**src/rtl/tea_pkg.sv**
```systemverilog
// Shared constants for the TEA decipher stream front-end and its core.
package tea_pkg;

  localparam logic [31:0] DELTA_DEFAULT = 32'h9e3779b9;
  localparam logic [31:0] SUM_INIT      = 32'hC6EF3720;

  // Word index of each key slice inside the packed 128-bit key.
  localparam int unsigned KEY_K0_IDX = 3;
  localparam int unsigned KEY_K1_IDX = 2;
  localparam int unsigned KEY_K2_IDX = 1;
  localparam int unsigned KEY_K3_IDX = 0;

  typedef enum logic [2:0] {
    LOAD_V0 = 3'd0,
    LOAD_V1 = 3'd1,
    ARM     = 3'd2,
    RUN     = 3'd3,
    OUT_W0  = 3'd4,
    OUT_W1  = 3'd5
  } state_e;

endpackage

```
**src/rtl/decipher.sv**
```systemverilog
// Iterative TEA decipher core: one full round per clock while iStart is high,
// reloads the block and sum while iStart is low.
module decipher import tea_pkg::*; #(
  parameter int unsigned WORD_SIZE    = 32,
  parameter logic [31:0] DELTA        = DELTA_DEFAULT,
  parameter int unsigned ROUND_NUMBER = 32
) (
  input  logic                 clk,
  input  logic                 rst,
  input  logic                 iStart,
  input  logic [WORD_SIZE-1:0] iV0,
  input  logic [WORD_SIZE-1:0] iV1,
  input  logic [WORD_SIZE-1:0] iK0,
  input  logic [WORD_SIZE-1:0] iK1,
  input  logic [WORD_SIZE-1:0] iK2,
  input  logic [WORD_SIZE-1:0] iK3,
  output logic [WORD_SIZE-1:0] oC0,
  output logic [WORD_SIZE-1:0] oC1,
  output logic                 oDone
);

  localparam int unsigned RCW = $clog2(ROUND_NUMBER + 1);
  localparam logic [WORD_SIZE-1:0] DELTA_W = WORD_SIZE'(DELTA);
  localparam logic [WORD_SIZE-1:0] SUM_START =
    (ROUND_NUMBER == 32 && DELTA == DELTA_DEFAULT) ? WORD_SIZE'(SUM_INIT)
                                                   : WORD_SIZE'(DELTA * ROUND_NUMBER);

  logic [WORD_SIZE-1:0] v0_q, v0_d, v1_q, v1_d, sum_q, sum_d;
  logic [WORD_SIZE-1:0] v0_rnd, v1_rnd;
  logic [RCW-1:0]       rnd_q, rnd_d;
  logic                 done;

  assign done = (rnd_q == RCW'(ROUND_NUMBER));

  always_comb begin
    v0_d   = v0_q;
    v1_d   = v1_q;
    sum_d  = sum_q;
    rnd_d  = rnd_q;
    v1_rnd = v1_q - (((v0_q << 4) + iK2) ^ (v0_q + sum_q) ^ ((v0_q >> 5) + iK3));
    v0_rnd = v0_q - (((v1_rnd << 4) + iK0) ^ (v1_rnd + sum_q) ^ ((v1_rnd >> 5) + iK1));
    if (!iStart) begin
      v0_d  = iV0;
      v1_d  = iV1;
      sum_d = SUM_START;
      rnd_d = '0;
    end else if (!done) begin
      v0_d  = v0_rnd;
      v1_d  = v1_rnd;
      sum_d = sum_q - DELTA_W;
      rnd_d = rnd_q + RCW'(1);
    end
  end

  always_ff @(posedge clk or posedge rst) begin
    if (rst) begin
      v0_q  <= '0;
      v1_q  <= '0;
      sum_q <= '0;
      rnd_q <= '0;
    end else begin
      v0_q  <= v0_d;
      v1_q  <= v1_d;
      sum_q <= sum_d;
      rnd_q <= rnd_d;
    end
  end

  assign oC0   = v0_q;
  assign oC1   = v1_q;
  assign oDone = done;

endmodule

```
**src/rtl/tea_decipher_stream.sv**
```systemverilog
// Word-stream wrapper around the decipher core: collects V0/V1, runs one block,
// and emits P0/P1 over valid/ready while holding a key loaded between blocks.
module tea_decipher_stream import tea_pkg::*; #(
  parameter int unsigned WORD_SIZE    = 32,
  parameter logic [31:0] DELTA        = DELTA_DEFAULT,
  parameter int unsigned ROUND_NUMBER = 32,
  parameter int unsigned CNT_W        = 16
) (
  input  logic                   clk,
  input  logic                   rst,
  input  logic                   iKeyLoad,
  input  logic [4*WORD_SIZE-1:0] iKey,
  output logic                   oKeyValid,
  input  logic                   iInValid,
  input  logic [WORD_SIZE-1:0]   iInData,
  output logic                   oInReady,
  output logic                   oOutValid,
  output logic [WORD_SIZE-1:0]   oOutData,
  input  logic                   iOutReady,
  output logic                   oBusy,
  output logic [CNT_W-1:0]       oBlockCount
);

  state_e                 state_q, state_d;
  logic [4*WORD_SIZE-1:0] key_q, key_d;
  logic                   key_valid_q, key_valid_d;
  logic [WORD_SIZE-1:0]   v0_q, v0_d, v1_q, v1_d, p0_q, p0_d, p1_q, p1_d;
  logic [CNT_W-1:0]       cnt_q, cnt_d;
  logic                   in_ready_q, in_ready_d, out_valid_q, out_valid_d;
  logic [WORD_SIZE-1:0]   out_data_q, out_data_d;
  logic                   busy_q, busy_d, start_q, start_d;
  logic [WORD_SIZE-1:0]   core_c0, core_c1;
  logic                   core_done;

  always_comb begin
    state_d     = state_q;
    key_d       = key_q;
    key_valid_d = key_valid_q;
    v0_d        = v0_q;
    v1_d        = v1_q;
    p0_d        = p0_q;
    p1_d        = p1_q;
    cnt_d       = cnt_q;
    unique case (state_q)
      LOAD_V0: begin
        if (iKeyLoad) begin
          key_d       = iKey;
          key_valid_d = 1'b1;
        end
        if (iInValid && in_ready_q) begin
          v0_d    = iInData;
          state_d = LOAD_V1;
        end
      end
      LOAD_V1: begin
        if (iInValid && in_ready_q) begin
          v1_d    = iInData;
          state_d = ARM;
        end
      end
      ARM: state_d = RUN;
      RUN: begin
        if (core_done) begin
          p0_d    = core_c0;
          p1_d    = core_c1;
          state_d = OUT_W0;
        end
      end
      OUT_W0: if (iOutReady) state_d = OUT_W1;
      OUT_W1: begin
        if (iOutReady) begin
          cnt_d   = cnt_q + CNT_W'(1);
          state_d = LOAD_V0;
        end
      end
      default: state_d = LOAD_V0;
    endcase

    // Handshake outputs are registered from the next state.
    in_ready_d  = (state_d == LOAD_V0) ? key_valid_d : (state_d == LOAD_V1);
    out_valid_d = (state_d == OUT_W0) || (state_d == OUT_W1);
    out_data_d  = (state_d == OUT_W0) ? p0_d :
                  (state_d == OUT_W1) ? p1_d : '0;
    busy_d      = (state_d != LOAD_V0);
    start_d     = (state_d == RUN);
  end

  always_ff @(posedge clk or posedge rst) begin
    if (rst) begin
      state_q     <= LOAD_V0;
      key_q       <= '0;
      key_valid_q <= 1'b0;
      v0_q        <= '0;
      v1_q        <= '0;
      p0_q        <= '0;
      p1_q        <= '0;
      cnt_q       <= '0;
      in_ready_q  <= 1'b0;
      out_valid_q <= 1'b0;
      out_data_q  <= '0;
      busy_q      <= 1'b0;
      start_q     <= 1'b0;
    end else begin
      state_q     <= state_d;
      key_q       <= key_d;
      key_valid_q <= key_valid_d;
      v0_q        <= v0_d;
      v1_q        <= v1_d;
      p0_q        <= p0_d;
      p1_q        <= p1_d;
      cnt_q       <= cnt_d;
      in_ready_q  <= in_ready_d;
      out_valid_q <= out_valid_d;
      out_data_q  <= out_data_d;
      busy_q      <= busy_d;
      start_q     <= start_d;
    end
  end

  decipher #(
    .WORD_SIZE   (WORD_SIZE),
    .DELTA       (DELTA),
    .ROUND_NUMBER(ROUND_NUMBER)
  ) u_decipher (
    .clk   (clk),
    .rst   (rst),
    .iStart(start_q),
    .iV0   (v0_q),
    .iV1   (v1_q),
    .iK0   (key_q[KEY_K0_IDX*WORD_SIZE +: WORD_SIZE]),
    .iK1   (key_q[KEY_K1_IDX*WORD_SIZE +: WORD_SIZE]),
    .iK2   (key_q[KEY_K2_IDX*WORD_SIZE +: WORD_SIZE]),
    .iK3   (key_q[KEY_K3_IDX*WORD_SIZE +: WORD_SIZE]),
    .oC0   (core_c0),
    .oC1   (core_c1),
    .oDone (core_done)
  );

  assign oKeyValid   = key_valid_q;
  assign oInReady    = in_ready_q;
  assign oOutValid   = out_valid_q;
  assign oOutData    = out_data_q;
  assign oBusy       = busy_q;
  assign oBlockCount = cnt_q;

endmodule

```
**config.mk**
```make
export PLATFORM = sky130hd
export DESIGN_NAME = tea_decipher_stream
export DESIGN_NICKNAME = d
export VERILOG_FILES = /design/src/rtl/tea_pkg.sv /design/src/rtl/decipher.sv /design/src/rtl/tea_decipher_stream.sv
export SDC_FILE = /design/constraint.sdc
export NUM_CORES = 1
export LEC_CHECK = 0
export CORE_ASPECT_RATIO = 0.8
export CORE_MARGIN = 2
export CORE_UTILIZATION = 45
export CTS_BUF_LIST = sky130_fd_sc_hd__clkbuf_4 sky130_fd_sc_hd__clkbuf_8
export DETAILED_ROUTE_END_ITERATION = 12
export GPL_ROUTABILITY_DRIVEN = 0
export GPL_TIMING_DRIVEN = 0
export PLACE_DENSITY = 0.71
export SLEW_MARGIN = 40
export SYNTH_ARGS = -nofsm -noshare
export SYNTH_HDL_FRONTEND = slang
export SYNTH_SLANG_ARGS = --single-unit
```
**constraint.sdc**
```tcl
create_clock -name clk -period 38.2 [get_ports clk]
set_input_delay 5.73 -clock clk [delete_from_list [all_inputs] [get_ports clk]]
set_output_delay 5.73 -clock clk [all_outputs]
set_load 0.01 [all_outputs]
```
Word-level counts from Yosys, hierarchy flattened --
Cells that the tools add are included.
Operators by class: muxes and demuxes 23, $add $sub $neg 11, reduce and logical (&&, ||, !) cells 9, eq/ne operators 11, bitwise operators 4
Operators with widths (number):
- $mux W32 | 12
- $add A32 B32 Y32 | 4
- $xor A32 B32 Y32 | 4
- $add A27 B32 Y32 | 2
- $sub A32 B32 Y32 | 2
- $sub A32 B32 Y32 const B | 1
- $pmux W3 S6 | 1
- $add A16 B1 Y16 const B | 1
- $mux W3 | 5
- $eq A3 B3 Y1 const B | 4
- $mux W6 | 2
- $eq A3 B2 Y1 const B | 3
- $reduce_and A2 Y1 | 4
- $add A6 B1 Y6 const B | 1
- $eq A3 B1 Y1 const B | 2
- $eq A6 B6 Y1 const B | 1
- $logic_not A3 Y1 | 2
- $mux W1 | 3
- $reduce_bool A3 Y1 | 1
- $ne A2 B2 Y1 const B | 1
- $logic_and A1 B1 Y1 | 1
- $logic_or A1 B1 Y1 | 1
Storage, ports and cells: input port bits 165, bits in registers 414, output and inout bits 52

Logic depth before layout (Yosys ltp) --
word-level depth 10, mapped depth 41

Cells and area by module --
A second synthesis with hierarchy kept.
Unflattened totals: cell total of the unflattened synthesis 2877, area, all modules 28822.6 um^2
Modules (own cells, without submodules):
- decipher | sequential area each 2552.4 um^2, times used 1, area each 16711.0 um^2, cells each 2092
- tea_decipher_stream | sequential area each 7807.5 um^2, times used 1, area each 12111.6 um^2, cells each 785

Least setup slack after synthesis --
OpenSTA, ideal clock, no wires.
kind register -> register, start point register u_decipher.sum_q[0], end point register u_decipher.v0_q[31] (netlist: u_decipher.oC0[31]), clock period less this slack 8.043 ns, arrival 7.909 ns, setup time 0.134 ns, slack 30.157 ns, required time 38.066 ns, stages on the path, launching flop included 41, path through dfrtp_1 -> ha_1 -> fa_1 -> a21o_1 -> a21o_1 -> a21o_1 -> a21o_1 -> a21o_1 -> a31o_2 -> and3_1 -> o21ai_0 -> nand2b_1 -> a21oi_1 -> xnor2_1 -> xnor2_1 -> ha_1 -> a21oi_1 -> o21a_1 -> [... 5 more ...] -> xor2_1 -> xnor2_1 -> xnor2_1 -> xnor2_1 -> xnor2_1 -> ha_1 -> a21o_1 -> a21o_1 -> a2111o_1 -> a31oi_1 -> o21bai_1 -> a2111oi_0 -> o31ai_1 -> a21oi_1 -> o21bai_1 -> xnor2_1 -> xnor2_1 -> o221ai_2
Between the ends: word-level cells in the longest chain between the ends 10, elaborated cells on any way between the ends 12, classes of those cells add/sub: 6; mux: 2; bitwise: 4
Ends and longest elaborated chain:
- start: declaration | RTL line decipher.sv:28 | logic [WORD_SIZE-1:0] v0_q, v0_d, v1_q, v1_d, sum_q, sum_d;
- start signal: assignment | RTL line decipher.sv:64 | sum_q <= sum_d;
- $add A32 B32 Y32 | RTL line decipher.sv:40 | v1_rnd = v1_q - (((v0_q << 4) + iK2) ^ (v0_q + sum_q) ^ ((v0_q >> 5) + iK3));
- $xor A32 B32 Y32 (2 in series) | RTL line decipher.sv:40
- $sub A32 B32 Y32 | RTL line decipher.sv:40
- $add A32 B32 Y32 | RTL line decipher.sv:41 | v0_rnd = v0_q - (((v1_rnd << 4) + iK0) ^ (v1_rnd + sum_q) ^ ((v1_rnd >> 5) + iK1));
- $xor A32 B32 Y32 | RTL line decipher.sv:41
- $xor A32 B32 Y32 * | RTL line decipher.sv:41
- $sub A32 B32 Y32 * | RTL line decipher.sv:41
- $mux W32 * | RTL line decipher.sv:47 | end else if (!done) begin
- $mux W32 * | RTL line decipher.sv:42 | if (!iStart) begin
- end signal: assignment | RTL line decipher.sv:62 | v0_q <= v0_d;
- end: declaration | RTL line decipher.sv:28
Mark *: on every way between the ends. The rest lies on a longest branch, timed or not. The select of a mux whose other input is x is not followed. A chain may end at the register's enable or synchronous reset.

Worst setup path after layout --
start point register u_decipher.v0_q[5] (netlist: u_decipher.oC0[5]), end point register u_decipher.v0_q[31] (netlist: u_decipher.oC0[31])
Between the ends: word-level cells in the longest chain between the ends 10, elaborated cells on any way between the ends 14, classes of those cells add/sub: 8; mux: 2; bitwise: 4
Ends and longest elaborated chain (RTL line):
- $add A32 B32 Y32 | decipher.sv:40
- $xor A32 B32 Y32 (2 in series) | decipher.sv:40
- $sub A32 B32 Y32 | decipher.sv:40
- $add A32 B32 Y32 | decipher.sv:41
- $xor A32 B32 Y32 (2 in series) | decipher.sv:41
- $sub A32 B32 Y32 * | decipher.sv:41
- $mux W32 * | decipher.sv:47
- $mux W32 * | decipher.sv:42
Marked as above.

==> results.cfg <==
[worst_setup_path]
crit_path_frequent_cell = sky130_fd_sc_hd__xnor2_1
regToRegEndpoint = u_decipher.oC0[31]
worst_ep_required_time_ps = 38730
worst_path_max_delay_cell = sky130_fd_sc_hd__xor2_1
crit_path_max_fanout = 6
setup_slack_of_the_worst_register_to_register_path_ps = 28000
reg2reg_from = u_decipher.oC0[5]
timing.critical_path.slowest_cell_delay_ps = 680
timing.setup.critical_path_class = reg2reg
cp-end-kind = flop
critical_path.startpoint_type = flop
timing.critical_path.arrival_ps = 10730
timing.reg2reg.worst_path_depth = 37

[clock_network]
cts_htree_levels = 3
cts_buf_count = 70
cts.sinks = 414
buffer_depth_of_the_longest_clock_path = 3
cts_root_buf = sky130_fd_sc_hd__clkbuf_8
later_pin_clock_latency_in_the_skew_report_ps = 690
clk_transition_reported_paths_ps = 60
resized_cells_post_cts = 0
cts_hold_buf = 0
cts_setup_buffers = 0
tritoncts = built

[grt]
grt_first_pass_wirelength_mm = 130.1
grt_max_degree = 76
grt_antenna_before_repair = 6
first_global_vias = 22040
globalRouteOverflowTotal = 0
groute.usage.overall_pct = 26.14

[yosys]
dominantRegCellSynth = sky130_fd_sc_hd__dfrtp_1
syn-num-nets = 3231
cell_area_after_technology_mapping_um2 = 28150
avgSynthCellArea_um2 = 10.01
post-synth-top-area-cell = sky130_fd_sc_hd__dfrtp_1
synth_adder_area_share_pct = 11.46
yosys.area_share.xor_xnor_pct = 12.65
synth-edff-count = 0
ys_seq_elements = 414
netlist_instances = 2813
synth_compound_gate_area_share_pct = 16.49
netlist_cell_types = 70
synth_mux_area_share_pct = 10.64
yosysWarnings = 0
synth-seq-area-share_pct = 36.80
synth-simple-area-share_pct = 9.969
postSynth.asyncResetShare_pct = 100.0
leading_cell_types_by_total_area_after_synthesis = sky130_fd_sc_hd__dfrtp_1 37%, sky130_fd_sc_hd__ha_1 11%, sky130_fd_sc_hd__mux2_2 10%
yosys.area.top_type_share_pct = 36.80
synth_top_family_by_area = compound AO/OA/AOI/OAI gates

[routing]
avgRoutedWirePerCell_um = 21.23
final_routed_wirelength_mm = 84.79
detail_route.vias_per_cell = 5.698
drt_pass1_iterations = 7
antenna_violating_nets_post_route = 0
detail_route.drc_violations = 0
detailroute.via_count = 22750
initialDrtViolationCount = 1922

[timing]
finalHoldViolations = 0
timing.final.setup_violations = 0
count_of_final_max_slew_check_failures = 0
slew-limit-headroom_pct = 34.75
fmax_ghz = 0.09805
skew_ps = 32.93
final.setup.worst_slack_ps = 28000
grt_setup_unrepaired = false
max_slew.worst_pin.slew_ps = 971.8
final_layout_setup_total_negative_slack_ps = 0
min_cycle_time_layout_ps = 10200
layout_worst_path_cycle_share_pct = 26.70

[placement]
io_buffers = 216
place_worst_setup_slack_ps = 28210
dp.final_hpwl_mm = 67.86

[outcome]
outcome = finished clean

[flow_run]
max_cap_viol_count = 0

[die]
die_area_um2 = 64590
effective_utilization_at_floorplan_pct = 45.76
floorplan.core_area_um2 = 61520
std_cell_rows = 81
die_w_um = 283.6
die_height_um = 227.7
top_level_ports = 217

[hold_path]
worst_hold_path_type = reg2reg
hold_path.startpoint = oBlockCount[15]
holdPathStages = 1
min_delay_worst_endpoint = oBlockCount[15]

[final_layout]
num-fill-cells = 5548
flow.area_growth_from_synthesis_pct = 17.67
most_used_cells_in_the_layout_excluding_fill_and_tap_cells = 414 x sky130_fd_sc_hd__dfrtp_1, 307 x sky130_fd_sc_hd__xnor2_1, 257 x sky130_fd_sc_hd__mux2_2
fraction_of_layout_cells_with_a_size_suffix_above_1_pct = 13.47
design.final.nets = 3530
multi_input_area_um2 = 17320
layout.cells.most_common = sky130_fd_sc_hd__dfrtp_1
sequential_cell_area_um2 = 10360
fin_util_pct = 53.85
sequential cells by signal (all words and copies together) (netlist names):
signal            flops
key_q               128
oOutData             32
p0_q                 32
p1_q                 32
u_decipher.oC0       32
u_decipher.oC1       32
u_decipher.sum_q     32
v0_q                 32
v1_q                 32
oBlockCount          16
u_decipher.rnd_q      6
state_q               3
oBusy                 1
oInReady              1
oKeyValid             1
oOutValid             1
start_q               1
per-stage QoR:
stage | cells | cell area, um2 | hold slack, ps
final | 3993 | 33130 | 471.3
after global routing | 3992 | 33120 | 500.0
after CTS | 3992 | 33090 | 474.6
after detailed placement | 3870 | 31640 | 466.0
after global placement | 3859 | 31350 | 461.3
after floorplan | 2813 | 28150 | 457.8
final cells by class:
class | instances | area share (%)
multi-input combinational | 2249 | 52.29
clock buffer | 105 | 3.966
antenna | 1 | 0.007554
timing repair buffer | 227 | 7.169
buffer | 82 | 0.9481
sequential | 414 | 31.27
tap | 830 | 3.135
clock inverter | 17 | 0.4193
inverter | 68 | 0.7932
synth_stat cells, drive strengths merged (23+ instances only):
master and count:
dfrtp 414, nand2b 30, nor2 172, xnor2 318, a21oi 230, o21a 31, o21bai 30, a21o 116
ha 245, mux2 257, xor2 80, inv 68, nand3 53, nor3 27, and2 23, o21ai 117
clkbuf 73, nand2 213, a32o 32, a31oi 50
routing by layer:
metal  up-vias  routed length [um]  global-route usage (%)
met1     10940               40100                   39.20
met4        12                2132                   7.077
li1      10750                   -                       -
met2       916               34590                   37.51
met5         -                  77                       0
met3       140                7884                   6.054
cell families (layout without fill, tap and decap cells):
| kind of cell | after synthesis | in the layout |
|---|---|---|
| adder cells (fa/ha/maj) | 253 | 253 |
| flip-flops | 414 | 414 |
| other | 0 | 1 |
| multiplexers | 267 | 267 |
| XOR/XNOR | 401 | 401 |
| AO/OA/AOI/OAI | 713 | 713 |
| AND/OR/NAND/NOR | 615 | 615 |
| buffers and inverters | 150 | 499 |
worst max path at each step:
stage                                  from                 end  cells past startpoint
after floorplan                         rst            key_q[0]                      1
after global placement                  rst          key_q[126]                      2
after detailed placement  u_decipher.oC0[0]  u_decipher.oC0[31]                     36
after CTS                 u_decipher.oC0[0]  u_decipher.oC0[31]                     36
after global routing      u_decipher.oC0[0]  u_decipher.oC0[31]                     36
final                     u_decipher.oC0[5]  u_decipher.oC0[31]                     37
worst max-delay path: cells and delay by family, from the launching register on:
kind,cells,cell delay [ps]
flops,1,550
xor+xnor,7,1830
compound gates,19,4660
simple gates,6,1150
fa+ha+maj,5,1850
Power is not shown: default switching activity piles up to over one toggle a cycle in this logic, so the estimate is an artifact.
